==> src/rtl/fetch_ifid_stage.sv <==
// fetch_ifid_stage: RV32I instruction fetch stage with IF/ID register, one-entry stall skid buffer and redirect flush
//   clk, rst_n              : core clock, synchronous active-low reset
//   stall, redirect         : hazard-unit hold of IF/ID, EX taken branch/jump (flushes and refetches)
//   redirect_pc             : redirect target, low two bits dropped
//   imem_req/addr/ack/rdata : fetch handshake, one request outstanding, addr is always the PC
//   ifid_valid/pc/inst      : registered IF/ID contents for decode, inst is NOP_INST when invalid
module fetch_ifid_stage #(
  parameter logic [31:0] RESET_PC = 32'h0000_0000,
  parameter logic [31:0] NOP_INST = 32'h0000_0013
) (
  input  logic        clk,
  input  logic        rst_n,
  input  logic        stall,
  input  logic        redirect,
  input  logic [31:0] redirect_pc,
  output logic        imem_req,
  output logic [31:0] imem_addr,
  input  logic        imem_ack,
  input  logic [31:0] imem_rdata,
  output logic        ifid_valid,
  output logic [31:0] ifid_pc,
  output logic [31:0] ifid_inst
);
  typedef enum logic {FETCH, HOLD} state_t;
  state_t state_q, state_d;
  logic [31:0] pc_q, pc_d, ifid_pc_q, ifid_pc_d, ifid_inst_q, ifid_inst_d;
  logic [31:0] skid_pc_q, skid_pc_d, skid_inst_q, skid_inst_d;
  logic ifid_valid_q, ifid_valid_d, fire, take, cap, drain, bubble;
  logic unused_low_bits;
  assign unused_low_bits = ^redirect_pc[1:0];
  always_comb begin
    fire = state_q == FETCH && imem_ack;
    take = fire && (!stall || !ifid_valid_q);
    // a completed fetch while decode is blocked parks in the skid buffer
    cap = fire && stall && ifid_valid_q;
    drain = state_q == HOLD && !stall;
    bubble = state_q == FETCH && !imem_ack && !stall;
  end
  always_ff @(posedge clk)
    if (!rst_n) state_q <= FETCH;
    else state_q <= state_d;
  always_comb
    state_d = redirect ? FETCH : cap ? HOLD : drain ? FETCH : state_q;
  always_comb begin
    imem_req = rst_n && state_q == FETCH;
    imem_addr = pc_q;
  end
  always_comb begin
    pc_d = redirect ? {redirect_pc[31:2], 2'b00} : fire ? pc_q + 32'd4 : pc_q;
    ifid_valid_d = (redirect || bubble) ? 1'b0 : (take || drain) ? 1'b1 : ifid_valid_q;
    ifid_pc_d = redirect ? 32'd0 : take ? pc_q : drain ? skid_pc_q : ifid_pc_q;
    ifid_inst_d = (redirect || bubble) ? NOP_INST : take ? imem_rdata : drain ? skid_inst_q : ifid_inst_q;
    skid_pc_d = (redirect || drain) ? 32'd0 : cap ? pc_q : skid_pc_q;
    skid_inst_d = (redirect || drain) ? 32'd0 : cap ? imem_rdata : skid_inst_q;
  end
  always_ff @(posedge clk)
    if (!rst_n) begin
      pc_q <= RESET_PC;
      ifid_valid_q <= 1'b0;
      ifid_pc_q <= 32'd0;
      ifid_inst_q <= NOP_INST;
      skid_pc_q <= 32'd0;
      skid_inst_q <= 32'd0;
    end else begin
      pc_q <= pc_d;
      ifid_valid_q <= ifid_valid_d;
      ifid_pc_q <= ifid_pc_d;
      ifid_inst_q <= ifid_inst_d;
      skid_pc_q <= skid_pc_d;
      skid_inst_q <= skid_inst_d;
    end
  assign ifid_valid = ifid_valid_q;
  assign ifid_pc = ifid_pc_q;
  assign ifid_inst = ifid_inst_q;
endmodule

==> config.mk <==
export PLATFORM = sky130hd
export DESIGN_NAME = fetch_ifid_stage
export DESIGN_NICKNAME = d
export VERILOG_FILES = /design/src/rtl/fetch_ifid_stage.sv
export SDC_FILE = /design/constraint.sdc
export NUM_CORES = 1
export LEC_CHECK = 0
export ABC_AREA = 0
export CORE_AREA = 3 3 179 94
export DETAILED_ROUTE_END_ITERATION = 16
export DIE_AREA = 0 0 182 97
export DONT_BUFFER_PORTS = 1
export GPL_TIMING_DRIVEN = 0
export PLACE_DENSITY = 0.7
export SLEW_MARGIN = 25
export SYNTH_ARGS = -nofsm -noshare
export SYNTH_HDL_FRONTEND = slang
export SYNTH_SLANG_ARGS = --single-unit
==> constraint.sdc <==
create_clock -name clk -period 1.8 [get_ports clk]
set_clock_uncertainty 0.2 [all_clocks]
set_input_delay 0.09 -clock clk [delete_from_list [all_inputs] [get_ports clk]]
set_output_delay 0.09 -clock clk [all_outputs]
set_load 0.02 [all_outputs]
# After elaboration in Yosys (flattened, before gate mapping)
# Index checks and enable logic that the tools add are counted.
[totals]
regBits = 162
inputBits = 69
out_inout_bits = 98
[op_classes]
n_addsub = 1
n_mux = 8
n_bitwise = 2
n_reduce_logical = 21
[op_table]
columns = ["cell", "count"]
rows = [
  ["2-to-1 mux 32 bit", 6],
  ["adder 32 x 3 -> 32 bit (second input constant)", 1],
  ["logical AND 1 bit", 8],
  ["nonzero test 2 bit", 3],
  ["OR reduction 2 bit", 3],
  ["logical OR 1 bit", 4],
  ["logical NOT 1 bit", 3],
  ["2-to-1 mux 1 bit", 2],
  ["NOT 1 bit", 2],
]

# Logic depth before layout (Yosys ltp)
[logic_depth]
word_depth = 5
ltp_mapped = 7
ltp_nobuf = 5

# Worst setup path after synthesis
# No wires, ideal clock.
[synth_path]
path_kind = "reg2reg"
from = "register pc_q[7] (netlist: imem_addr[7])"
to = "register pc_q[23] (netlist: imem_addr[23])"
arrival_time_ps = 1838
t_required_ps = 1526
slack_ps = -312
path_stages_with_launch = 6
path_buffers = 1
synth_period_minus_slack_ps = 2112
path_cell_list = "dfxtp_1 clkbuf_2 nand4_4 or4_4 or3_1 a31oi_1"
[synth_via]
elab_chain_len = 3
[synth_lines]
columns = ["item", "line", "text"]
rows = [
  ["start, declared", "26", "logic [31:0] pc_q, pc_d, ifid_pc_q, ifid_pc_d, ifid_inst_q, ifid_inst_d;"],
  ["start signal, assigned", "65", "pc_q <= pc_d;"],
  ["adder 32 x 3 -> 32 bit", "49", "pc_d = redirect ? {redirect_pc[31:2], 2'b00} : fire ? pc_q + 32'd4 : pc_q;"],
  ["2-to-1 mux 32 bit (2 in a row)", "49", ""],
]
# Every way passes these cells. The select of a mux whose other input is x is not followed.
# A chain may end at the register's enable or synchronous reset.

# Worst setup path in the final report
[layout_path]
from = "register pc_q[20] (netlist: imem_addr[20])"
to = "register pc_q[24] (netlist: imem_addr[24])"
# Same word-level chain as after synthesis.

==> flow_metrics.tcl <==
set metrics [dict create \
    p_sw_mw 2.29 \
    nets 1036 \
    synth-adder-area-share_pct 0.182 \
    register_area_sq_mm 0.00319 \
    worst-setup-path-type "flip-flop to flip-flop" \
    min-delay-start "rst_n" \
    reg2reg_depth 8 \
    fin_crit_sh_pct 121 \
    synth_top_family_by_area "simple AND/OR/NAND/NOR gates" \
    yosysWarnings 0 \
    hold_violations 1 \
    dpl_cell_area_sq_mm 0.00721 \
    seqPwrFrac_pct 45.7 \
    clock.fmax_mhz 459 \
    worstPathArrival_ps 2300 \
    placeableCoreArea_sq_mm 0.0153 \
    die_x_um 182 \
    ys_seq_area_share_pct 45.5 \
    finalSetupTns_ps -2760 \
    synth_xor_area_share_pct 1.40 \
    wl_um 25600 \
    diodes 0 \
    critPathLaunchType "flip-flop" \
    setup_violations 17 \
    crit_path_max_fanout 3 \
    rows 32 \
    p_leak_nw 3.40 \
    end_kind "flip-flop" \
    async_flop_share_pct 0 \
    cts_max_level 4 \
    antenna_left 0 \
    grt_setup_unrepaired "true" \
    powerDensity_mw_per_mm2 862 \
    violations "negative hold slack, negative setup slack" \
    timing.rr.start "imem_addr[20]" \
    die_area_sq_mm 0.0177 \
    place_congestion 0.850 \
    relSlewSlack_pct 58.6 \
    multi_input_area_sq_mm 0.00384 \
    post-route-min-period_ps 2180 \
    clkLatencyLatePin_ps 420 \
    maxCapViolCount 0 \
    r2r_slack_ps -380 \
    start_util_pct 44.9 \
    route.detailed.drc 0 \
    placed_cells 1025 \
    layout_common_cells "nand2_1 (152), dfxtp_1 (129), dlygate4sd3_1 (83)" \
    syn_inst 818 \
    routedWlPerCell_um 21.7 \
    p_clk_share_pct 43.7 \
    chipHeight_um 97 \
    ys.flop_type "dfxtp_1" \
    grt_max_degree 17 \
    synth_edf_count 0 \
    critPathLaunch "imem_addr[20]" \
    p_int_mw 6.10 \
    worstMarginPinSlew_ps 621 \
    cts_sinks 156 \
    ios 167 \
    design_area_sq_mm 0.00974 \
    power_frac_comb_pct 10.7 \
    synth_compound_area_share_pct 18.3 \
    power.share.switching_pct 27.3 \
    synth.distinct_cells 52 \
    drive_above_1_share_pct 23.0 \
    antenna_found_initial 0 \
    grt_pass1_vias 6946 \
    peakVddDrop_mv 0.707 \
    status "complete, but fails checks" \
    setup_ws_ps -377 \
    synth.mux.area_fraction_pct 8.60 \
    hpwlAfterDp_um 14800 \
    area_growth_pct 41.7 \
    final_common_cell "nand2_1" \
    cp.required_ps 1930 \
    clk_path_buf_depth 2 \
    cts_tree "done" \
    synth_area_sq_mm 0.00687 \
    slew_violations 0 \
    cts_root_buf "clkbuf_16" \
    synth.avg_cell_area_sq_um 8.40 \
    via_per_inst 6.11 \
    drt_iter0_markers 823 \
    synth-simple-area-share_pct 21.3 \
    grt_pass1_wl_um 37300 \
    instances_no_fill 1183 \
    vias 7224 \
    worstHoldPathType "input pin to flip-flop" \
    synth-seq-cells 156 \
    gr-total-overflow 0 \
    firstDrtPassIters 5 \
    clkTransAtPathRegs_ps 60 \
    crit_end "imem_addr[24]" \
    nFillCells 1176 \
    cts_made_buffers 17 \
    r2r-end "imem_addr[24]" \
    port_buffers 0 \
    hold_ws_ps -2.22 \
    grt_usage_pct 26.0 \
]
[power groups by stage]
| stage | logic, mW | clock network [mW] | registers [mW] |
|---|---|---|---|
| 6_report | 0.895 | 3.66 | 3.83 |
| 5_1_grt | 0.956 | 3.82 | 3.84 |
| 3_3_place_gp | 0.532 | 0 | 3.90 |
| 2_1_floorplan | 0.408 | 0 | 3.85 |
| 4_1_cts | 0.784 | 3.67 | 3.82 |
| 3_5_place_dp | 0.546 | 0 | 3.90 |
[worst min path at each step]
| stage | end | slack (ps) | cells past startpoint |
|---|---|---|---|
| after floorplan | skid_inst_q[10] | 30 | 2 |
| after global placement | skid_inst_q[4] | 30 | 2 |
| after detailed placement | imem_addr[2] | 30 | 1 |
| after CTS | imem_addr[16] | 50 | 3 |
| after global routing | imem_addr[30] | 30 | 2 |
| final | imem_addr[30] | -2 | 2 |
[routing by layer]
layer  vias up  GRT usage (%)  part of all wire (%)
li1       3202              -                     -
met5         -              0                     0
met4         0           12.2                   3.7
met2       441           42.2                    46
met3       106           7.70                    10
met1      3475           31.9                    40
[through the flow]
stage / worst slack (ps) / power, mW / util [%]
after floorplan: -148 / 4.26 / -
after global placement: -566 / 4.43 / 47.1
after detailed placement: -585 / 4.44 / 47.1
after CTS: -223 / 8.28 / 60.7
after global routing: -410 / 8.62 / 63.7
final: -377 / 8.39 / 63.7
[kinds of logic after synthesis]
| logic type | after synthesis |
|---|---|
| and+or+nand+nor | 318 |
| AOI/OAI and AO/OA | 195 |
| DFF | 156 |
| buffers and inverters | 77 |
| muxes | 59 |
| xor gates and xnor gates | 11 |
| adders and majority gates | 1 |
| other | 1 |
[state kept, by name, summed over array words and instances, names as in the netlist]
signal / cells
state_q: 1
imem_addr: 30
skid_pc_q: 30
ifid_pc: 30
ifid_valid: 1
ifid_inst: 32
skid_inst_q: 32
[Yosys cell counts, types with 6 or more instances]
cell      number  share of area, %
nand2_1      159               8.7
and4_1         6              0.76
xor2_1         6              0.76
a21oi_1       72               5.2
nor2_1        69               3.8
nand3_1       15               1.1
nor3_1        10              0.73
clkbuf_1      48               2.6
o21ai_0       25               1.8
a211oi_1      64               7.0
nor4_1         9              0.82
dfxtp_1      156                45
buf_2         18               1.3
mux2i_1       59               8.6
nand2b_1       9              0.82
nand4_1       12               1.1
[critical path: stages (launching register included)]
cell and delay [ps]:
dfxtp_4 390, buf_6 110, nand4_1 150, buf_4 180
buf_6 120, buf_4 140, nor4_2 370, a211oi_1 150
nor3_1 260
[repair_timing]
action	in CTS	in global routing
hold endpoints to repair	97	0
pin swaps	17	28
endpoints found under the setup margin	148	150
cloned	2	1
resized for setup	130	107
buffers inserted	25	15
hold buffers	85	0
[area by class of cell]
type,count,area share [%]
timing repair buffer,127,12.6
clock buffer,20,4.70
multi-input combinational,588,39.4
inverter,2,0.0771
buffer,74,6.35
clock inverter,12,1.40
sequential,156,32.8
tap,204,2.62
Power figures use the tool's default switching activity.
